===== config.mk =====
export PLATFORM = sky130hd
export DESIGN_NAME = parallel_pe
export DESIGN_NICKNAME = d
export VERILOG_FILES = /design/src/rtl/parallel_pe.sv
export SDC_FILE = /design/constraint.sdc
export NUM_CORES = 2
export LEC_CHECK = 0
export CORE_MARGIN = 2
export CORE_UTILIZATION = 66
export CTS_BUF_LIST = sky130_fd_sc_hd__clkbuf_8
export DETAILED_ROUTE_END_ITERATION = 10
export GPL_TIMING_DRIVEN = 0
export MAX_ROUTING_LAYER = met4
export PLACE_DENSITY = 0.85
export SYNTH_ARGS = -nofsm -noshare
export SYNTH_HDL_FRONTEND = slang
export SYNTH_HIERARCHICAL = 1
export SYNTH_SLANG_ARGS = --single-unit

===== constraint.sdc =====
create_clock -name clk -period 5.15 [get_ports clk]
set_clock_uncertainty 0.15 [all_clocks]
set_input_delay 0.7725 -clock clk [delete_from_list [all_inputs] [get_ports clk]]
set_output_delay 0.7725 -clock clk [all_outputs]
set_load 0.05 [all_outputs]

===== src/rtl/parallel_pe.sv =====
// Parallel signed multiply-accumulate PE: LANES multipliers, a registered adder tree,
// then an accumulator with saturate/truncate and ReLU output shaping.
module parallel_pe_lane #(
    parameter int DW = 16
) (
    input  logic            clk,
    input  logic            rst_n,
    input  logic            en_i,
    input  logic [DW-1:0]   a_i,
    input  logic [DW-1:0]   b_i,
    output logic [2*DW-1:0] p_o
);
    logic [2*DW-1:0] p_q;

    always_ff @(posedge clk or negedge rst_n) begin
        if (!rst_n)    p_q <= '0;
        else if (en_i) p_q <= $signed(a_i) * $signed(b_i);
    end

    assign p_o = p_q;
endmodule

module parallel_pe #(
    parameter int LANES = 4,
    parameter int DW    = 16,
    parameter int ACC_W = 40,
    parameter int OW    = 32
) (
    input  logic                clk,
    input  logic                rst_n,
    input  logic [LANES*DW-1:0] neuron,
    input  logic [LANES*DW-1:0] weight,
    input  logic [1:0]          ctl,
    input  logic [1:0]          mode,
    input  logic                vld_i,
    output logic [OW-1:0]       result,
    output logic                sat_o,
    output logic                vld_o
);
    localparam int L  = $clog2(LANES);
    localparam int TW = 2*DW + L;

    // Bit offset of tree level lv (1..L) in the flattened level register; each
    // level grows by one bit so no level can overflow.
    function automatic int lvl_off(input int lv);
        int o;
        o = 0;
        for (int k = 1; k < lv; k++) o += (LANES >> k) * (2*DW + k);
        return o;
    endfunction

    localparam int TREE_BITS = (L == 0) ? 1 : lvl_off(L + 1);

    logic [L:0]                 vld_pipe;
    logic [L:0][1:0]            ctl_pipe;
    logic [L:0][1:0]            mode_pipe;
    logic [LANES-1:0][2*DW-1:0] prod;
    logic [TREE_BITS-1:0]       lvl_q;
    logic signed [TW-1:0]       tree_sum;

    always_ff @(posedge clk or negedge rst_n) begin
        if (!rst_n) begin
            vld_pipe  <= '0;
            ctl_pipe  <= '0;
            mode_pipe <= '0;
        end else begin
            vld_pipe[0]  <= vld_i;
            ctl_pipe[0]  <= ctl;
            mode_pipe[0] <= mode;
            for (int k = 1; k <= L; k++) begin
                vld_pipe[k]  <= vld_pipe[k-1];
                ctl_pipe[k]  <= ctl_pipe[k-1];
                mode_pipe[k] <= mode_pipe[k-1];
            end
        end
    end

    for (genvar i = 0; i < LANES; i++) begin : g_lane
        parallel_pe_lane #(.DW(DW)) u_lane (
            .clk   (clk),
            .rst_n (rst_n),
            .en_i  (vld_i),
            .a_i   (neuron[i*DW +: DW]),
            .b_i   (weight[i*DW +: DW]),
            .p_o   (prod[i])
        );
    end

    if (L == 0) begin : g_flat
        assign tree_sum = prod[0];
    end else begin : g_tree
        for (genvar lv = 1; lv <= L; lv++) begin : g_lvl
            localparam int N  = LANES >> lv;
            localparam int W  = 2*DW + lv;
            localparam int O  = lvl_off(lv);
            localparam int PO = lvl_off(lv - 1);
            for (genvar n = 0; n < N; n++) begin : g_node
                logic [W-2:0] a_w, b_w;
                if (lv == 1) begin : g_src
                    assign a_w = prod[2*n];
                    assign b_w = prod[2*n+1];
                end else begin : g_src
                    assign a_w = lvl_q[PO + (2*n)*(W-1)   +: W-1];
                    assign b_w = lvl_q[PO + (2*n+1)*(W-1) +: W-1];
                end
                always_ff @(posedge clk or negedge rst_n) begin
                    if (!rst_n)
                        lvl_q[O + n*W +: W] <= '0;
                    else if (vld_pipe[lv-1])
                        lvl_q[O + n*W +: W] <= {a_w[W-2], a_w} + {b_w[W-2], b_w};
                end
            end
        end
        assign tree_sum = lvl_q[lvl_off(L) +: TW];
    end

    logic signed [ACC_W-1:0] sum_ext, acc_q, acc_d;
    logic                    fits, sat_d, vld_d, sat_q, vld_q;
    logic [OW-1:0]           clip, res_d, result_q;

    assign sum_ext = ACC_W'(tree_sum);

    always_comb begin
        acc_d = acc_q;
        if (vld_pipe[L]) acc_d = ctl_pipe[L][0] ? sum_ext : acc_q + sum_ext;
    end

    // Fits in signed OW when every bit from the OW sign bit up agrees.
    always_comb begin
        fits = (&acc_d[ACC_W-1:OW-1]) | ~(|acc_d[ACC_W-1:OW-1]);
        clip = acc_d[OW-1:0];
        if (!fits && mode_pipe[L][0])
            clip = acc_d[ACC_W-1] ? {1'b1, {(OW-1){1'b0}}} : {1'b0, {(OW-1){1'b1}}};
        res_d = (mode_pipe[L][1] && clip[OW-1]) ? '0 : clip;
        sat_d = ~fits;
        vld_d = vld_pipe[L] & ctl_pipe[L][1];
    end

    always_ff @(posedge clk or negedge rst_n) begin
        if (!rst_n) begin
            acc_q    <= '0;
            result_q <= '0;
            sat_q    <= 1'b0;
            vld_q    <= 1'b0;
        end else begin
            acc_q <= acc_d;
            vld_q <= vld_d;
            if (vld_d) begin
                result_q <= res_d;
                sat_q    <= sat_d;
            end
        end
    end

    assign result = result_q;
    assign sat_o  = sat_q;
    assign vld_o  = vld_q;
endmodule


==> out/summary.json <==
{
  "synth": {
    "synth_area_in_xor_xnor_pct": 3.438,
    "synthMuxAreaShare_pct": 3.421,
    "synth.yosys.seq_area_share_pct": 13.54,
    "post_synth_fa_ha_maj_area_fraction_pct": 45.85,
    "ys_top_cells_by_area": "sky130_fd_sc_hd__fa_1, sky130_fd_sc_hd__dfrtp_1, sky130_fd_sc_hd__ha_1, sky130_fd_sc_hd__inv_1, sky130_fd_sc_hd__and2_1",
    "synth_enable_flop_cells": 0,
    "yosys_warnings": 6,
    "post-synth-top-area-fraction_pct": 35.94,
    "post_syn_instances": 6235,
    "synth_area_leader_cell": "sky130_fd_sc_hd__fa_1",
    "netlist_area_sq_um": 58590,
    "async_reset_ff_share_pct": 100.0,
    "synth_fp_nets": 7886,
    "synth_top_family_by_area": "adder cells",
    "synth_compound_gate_area_share_pct": 10.22,
    "synthSimpleGateAreaFrac_pct": 14.17,
    "syn_avg_cell_area_sq_um": 9.398,
    "synth.lib_cells_used.distinct": 107,
    "synth-seq-cells": 317,
    "most_common_flop_cell_mapped_by_yosys": "sky130_fd_sc_hd__dfrtp_1"
  },
  "drt": {
    "detail_route.first_pass.iterations": 7,
    "postRouteAntennaNets": 0,
    "route.detailed.wl_per_inst_microns": 24.01,
    "vias_per_cell": 6.308,
    "route.final.wire_length_microns": 193800,
    "drc_errors": 0,
    "detail_route.iter0.violations": 5320,
    "vias": 50920
  },
  "worst_setup_path": {
    "r2r.worst_path.cells": 13,
    "worst_setup_startpoint": "neuron[8]",
    "cp_cell_sequence": "buf_4, clkbuf_16, nand2_1, fa_1, inv_1, fa_1, fa_2, fa_2, fa_1, inv_2, fa_2, inv_2, ha_4, nand2_4, a211oi_4, a22oi_4, o211ai_4, a41o_4, a41oi_4, xnor2_2, mux2_4",
    "kind_of_start_point_of_the_critical_path": "input pin",
    "cp_data_required_time_ns": 5.53,
    "critPathCapture": "g_lane[0].u_lane/p_o[29]$_DFFE_PN0P_",
    "worstSetupPathType": "in -> reg",
    "cp_max_fo": 10,
    "setup.worst_path.end_class": "flip-flop",
    "worst-endpoint-arrival_ns": 6.56,
    "worst-r2r-setup-slack_ns": 0.33,
    "r2r-start": "tree_sum[1]$_DFFE_PN0P_",
    "worstReg2RegEnd": "result[10]$_DFFE_PN0P_",
    "crit_slowest_cell": "sky130_fd_sc_hd__fa_2",
    "max_stage_delay_ns": 0.63
  },
  "finish": {
    "most_common_cell_after_layout_fill_and_taps_aside": "sky130_fd_sc_hd__inv_1",
    "final_layout_size_suffix_gt1_share_pct": 24.33,
    "nets": 8511,
    "area_growth_pct": 24.04,
    "fillers": 4752,
    "final-seq-area_sq_um": 7933,
    "post_layout_nonfiller_instances": 8073,
    "multi_input_area_sq_um": 48890,
    "final_cell_mix": "sky130_fd_sc_hd__inv_1, sky130_fd_sc_hd__fa_1, sky130_fd_sc_hd__nand2_1"
  },
  "global_routing": {
    "grt_overflow_total": 0,
    "overall_track_demand_over_capacity_in_global_routing_pct": 40.50,
    "vias_in_the_first_global_route": 51980,
    "initial_antenna_violation_count": 4,
    "wire_length_of_the_first_global_routing_pass_microns": 277600,
    "pin_count_of_the_biggest_net_entering_global_routing": 123
  },
  "clock_network": {
    "worst_setup_hold_path_clk_slew_ns": 0.07,
    "clockBufferDepth": 3,
    "clock_sink_count": 317,
    "insertion_delay_ns": 0.66,
    "cts-buffers-inserted": 54,
    "clock_tree.root_cell": "sky130_fd_sc_hd__clkbuf_8",
    "cts.htree.levels": 2,
    "tritoncts": "built"
  },
  "floorplan": {
    "dieArea_sq_um": 91180,
    "top_level_ports": 169,
    "core.rowCount": 109,
    "core_region_area_sq_um": 88240,
    "initial_utilization_pct": 66.41,
    "die_w_microns": 302.0,
    "fp.dieH_microns": 302.0
  },
  "sta": {
    "final-max-slew-violation-count": 0,
    "fmax_mhz": 162.0,
    "min_period_over_period_pct": 119.9,
    "setup_ws_ns": -1.023,
    "hold_violations": 0,
    "final.min_clock_period_ns": 6.173,
    "relSlewSlack_pct": 41.17,
    "worst-slew-pin-transition_ns": 0.8797,
    "setup_viol_count_final": 83,
    "rsz0062_at_grt": "true"
  },
  "place": {
    "numPortBuffers": 168,
    "hpwl_microns": 131800,
    "place.gp.congestion": 0.9951,
    "cell_count_after_placement": 7571
  },
  "min_path": {
    "hold_class": "in -> async"
  },
  "job": {
    "maxCapViolCount": 0
  },
  "run_status": {
    "outcome": "complete, but fails checks",
    "violations": "setup timing"
  }
}
cells in the mapped netlist, types with 6 or more instances:
master / n
sky130_fd_sc_hd__a31o_2: 12
sky130_fd_sc_hd__nand3_1: 50
sky130_fd_sc_hd__a211oi_2: 7
sky130_fd_sc_hd__nor3_1: 45
sky130_fd_sc_hd__o21a_1: 41
sky130_fd_sc_hd__nand3b_1: 10
sky130_fd_sc_hd__a221oi_1: 9
sky130_fd_sc_hd__or4_1: 6
sky130_fd_sc_hd__a31oi_1: 20
sky130_fd_sc_hd__o2111ai_1: 8
sky130_fd_sc_hd__nand4_1: 33
sky130_fd_sc_hd__nor2b_1: 22
sky130_fd_sc_hd__nand4b_1: 7
sky130_fd_sc_hd__xnor2_1: 167
sky130_fd_sc_hd__a221o_1: 12
sky130_fd_sc_hd__fa_1: 1052
sky130_fd_sc_hd__and3_1: 23
sky130_fd_sc_hd__and4_1: 9
sky130_fd_sc_hd__buf_1: 13
sky130_fd_sc_hd__o211ai_1: 22
sky130_fd_sc_hd__a211oi_1: 37
sky130_fd_sc_hd__nor4_1: 8
sky130_fd_sc_hd__a21oi_1: 267
sky130_fd_sc_hd__nor2_1: 222
sky130_fd_sc_hd__clkbuf_1: 189
sky130_fd_sc_hd__o31ai_1: 21
sky130_fd_sc_hd__o21ai_1: 7
sky130_fd_sc_hd__o21bai_1: 22
sky130_fd_sc_hd__nor3b_1: 7
sky130_fd_sc_hd__inv_1: 1221
sky130_fd_sc_hd__or2_2: 7
sky130_fd_sc_hd__xor2_1: 63
sky130_fd_sc_hd__nand2_1: 664
sky130_fd_sc_hd__a21o_1: 95
sky130_fd_sc_hd__o22ai_1: 10
sky130_fd_sc_hd__o21ai_0: 141
sky130_fd_sc_hd__nand2b_1: 34
sky130_fd_sc_hd__dfrtp_1: 317
sky130_fd_sc_hd__or3_1: 14
sky130_fd_sc_hd__mux2i_1: 18
sky130_fd_sc_hd__mux2_2: 158
sky130_fd_sc_hd__a211o_1: 35
sky130_fd_sc_hd__and2_1: 503
sky130_fd_sc_hd__ha_1: 464
cell type report:
cell class                      count  share of cell area (%)
Clock inverter                     27                  0.2703
Inverter                         1222                   6.332
Tap cell                         1165                   2.006
Multi-Input combinational cell   4478                   67.27
Sequential cell                   317                   10.91
Antenna cell                       12                 0.04132
Timing Repair Buffer              573                   8.057
Clock buffer                       65                   1.231
Buffer                            214                   3.884
through the flow:
step / util, % / setup TNS [ns] / hold slack (ns) / instance area [sq um] / setup slack, ns
finish: 82.37 / -47.53 / 0.03324 / 72680 / -1.023
global route: 82.36 / -55.30 / 0.06800 / 72670 / -1.222
CTS: 79.08 / -28.57 / 0.05289 / 69780 / -0.8747
detailed placement: 72.37 / -169.92 / 0.1910 / 63850 / -2.550
global placement: 72.27 / -3472.37 / 0.1889 / 63770 / -10.47
floorplan: - / -43.72 / 0.1812 / 60630 / -0.9843
layer usage:
layer	vias up	wire, microns	GRT usage, %
met1	25260	68140	50.42
met3	1249	19570	6.601
met2	3495	91400	65.14
li1	20920	-	-
met5	-	0	-
met4	0	14690	19.15
worst max-delay path: cells and delay by family:
kind	cells	cell delay, ns
multiplexers	1	0.27
buffers and inverters	5	0.59
AO/OA/AOI/OAI	5	1.00
adder cells (fa/ha/maj)	7	3.55
AND/OR/NAND/NOR	2	0.16
XOR/XNOR	1	0.18
registers in the layout, summed over array words and instances (netlist names):
| signal | flops |
|---|---|
| tree_sum | 34 |
| result | 32 |
| g_tree.g_lvl.g_node.a_w | 33 |
| vld_o | 1 |
| ctl_pipe | 6 |
| g_tree.g_lvl.g_node.b_w | 33 |
| mode_pipe | 6 |
| g_lane.u_lane/p_o | 128 |
| sat_o | 1 |
| acc_q | 40 |
| vld_pipe | 3 |
repair_timing:
| item | 4_1_cts | 5_1_grt |
|---|---|---|
| hold buffers | 0 | 0 |
| buffers inserted | 254 | 142 |
| gates resized for setup | 1385 | 462 |
| endpoints found under the setup margin | 98 | 114 |
| pin swaps | 335 | 348 |
| gates cloned | 7 | 2 |
worst min-delay path by stage:
| stage | startpoint | to | slack, ns | cells after the start |
|---|---|---|---|---|
| finish | rst_n | g_lane[0].u_lane/p_o[17]$_DFFE_PN0P_ | 0.03 | 2 |
| global route | rst_n | g_lane[0].u_lane/p_o[24]$_DFFE_PN0P_ | 0.07 | 2 |
| CTS | rst_n | g_lane[0].u_lane/p_o[17]$_DFFE_PN0P_ | 0.05 | 2 |
| detailed placement | mode_pipe[3]$_DFF_PN0_ | mode_pipe[5]$_DFF_PN0_ | 0.19 | 0 |
| global placement | mode_pipe[2]$_DFF_PN0_ | mode_pipe[4]$_DFF_PN0_ | 0.19 | 0 |
| floorplan | ctl_pipe[0]$_DFF_PN0_ | ctl_pipe[2]$_DFF_PN0_ | 0.18 | 0 |
kinds of logic (layout without fill, tap and decap cells):
logic type | Yosys count | in the layout
and+or+nand+nor | 1681 | 1681
adders and majority gates | 1516 | 1516
buffers and inverters | 1440 | 2101
other | 0 | 12
xor gates and xnor gates | 230 | 230
AOI/OAI and AO/OA | 872 | 872
DFF | 317 | 317
muxes | 179 | 179
Power is left out: the tool's default activity adds up to more than one toggle a clock period on the data nets, which glitch-free logic cannot reach.
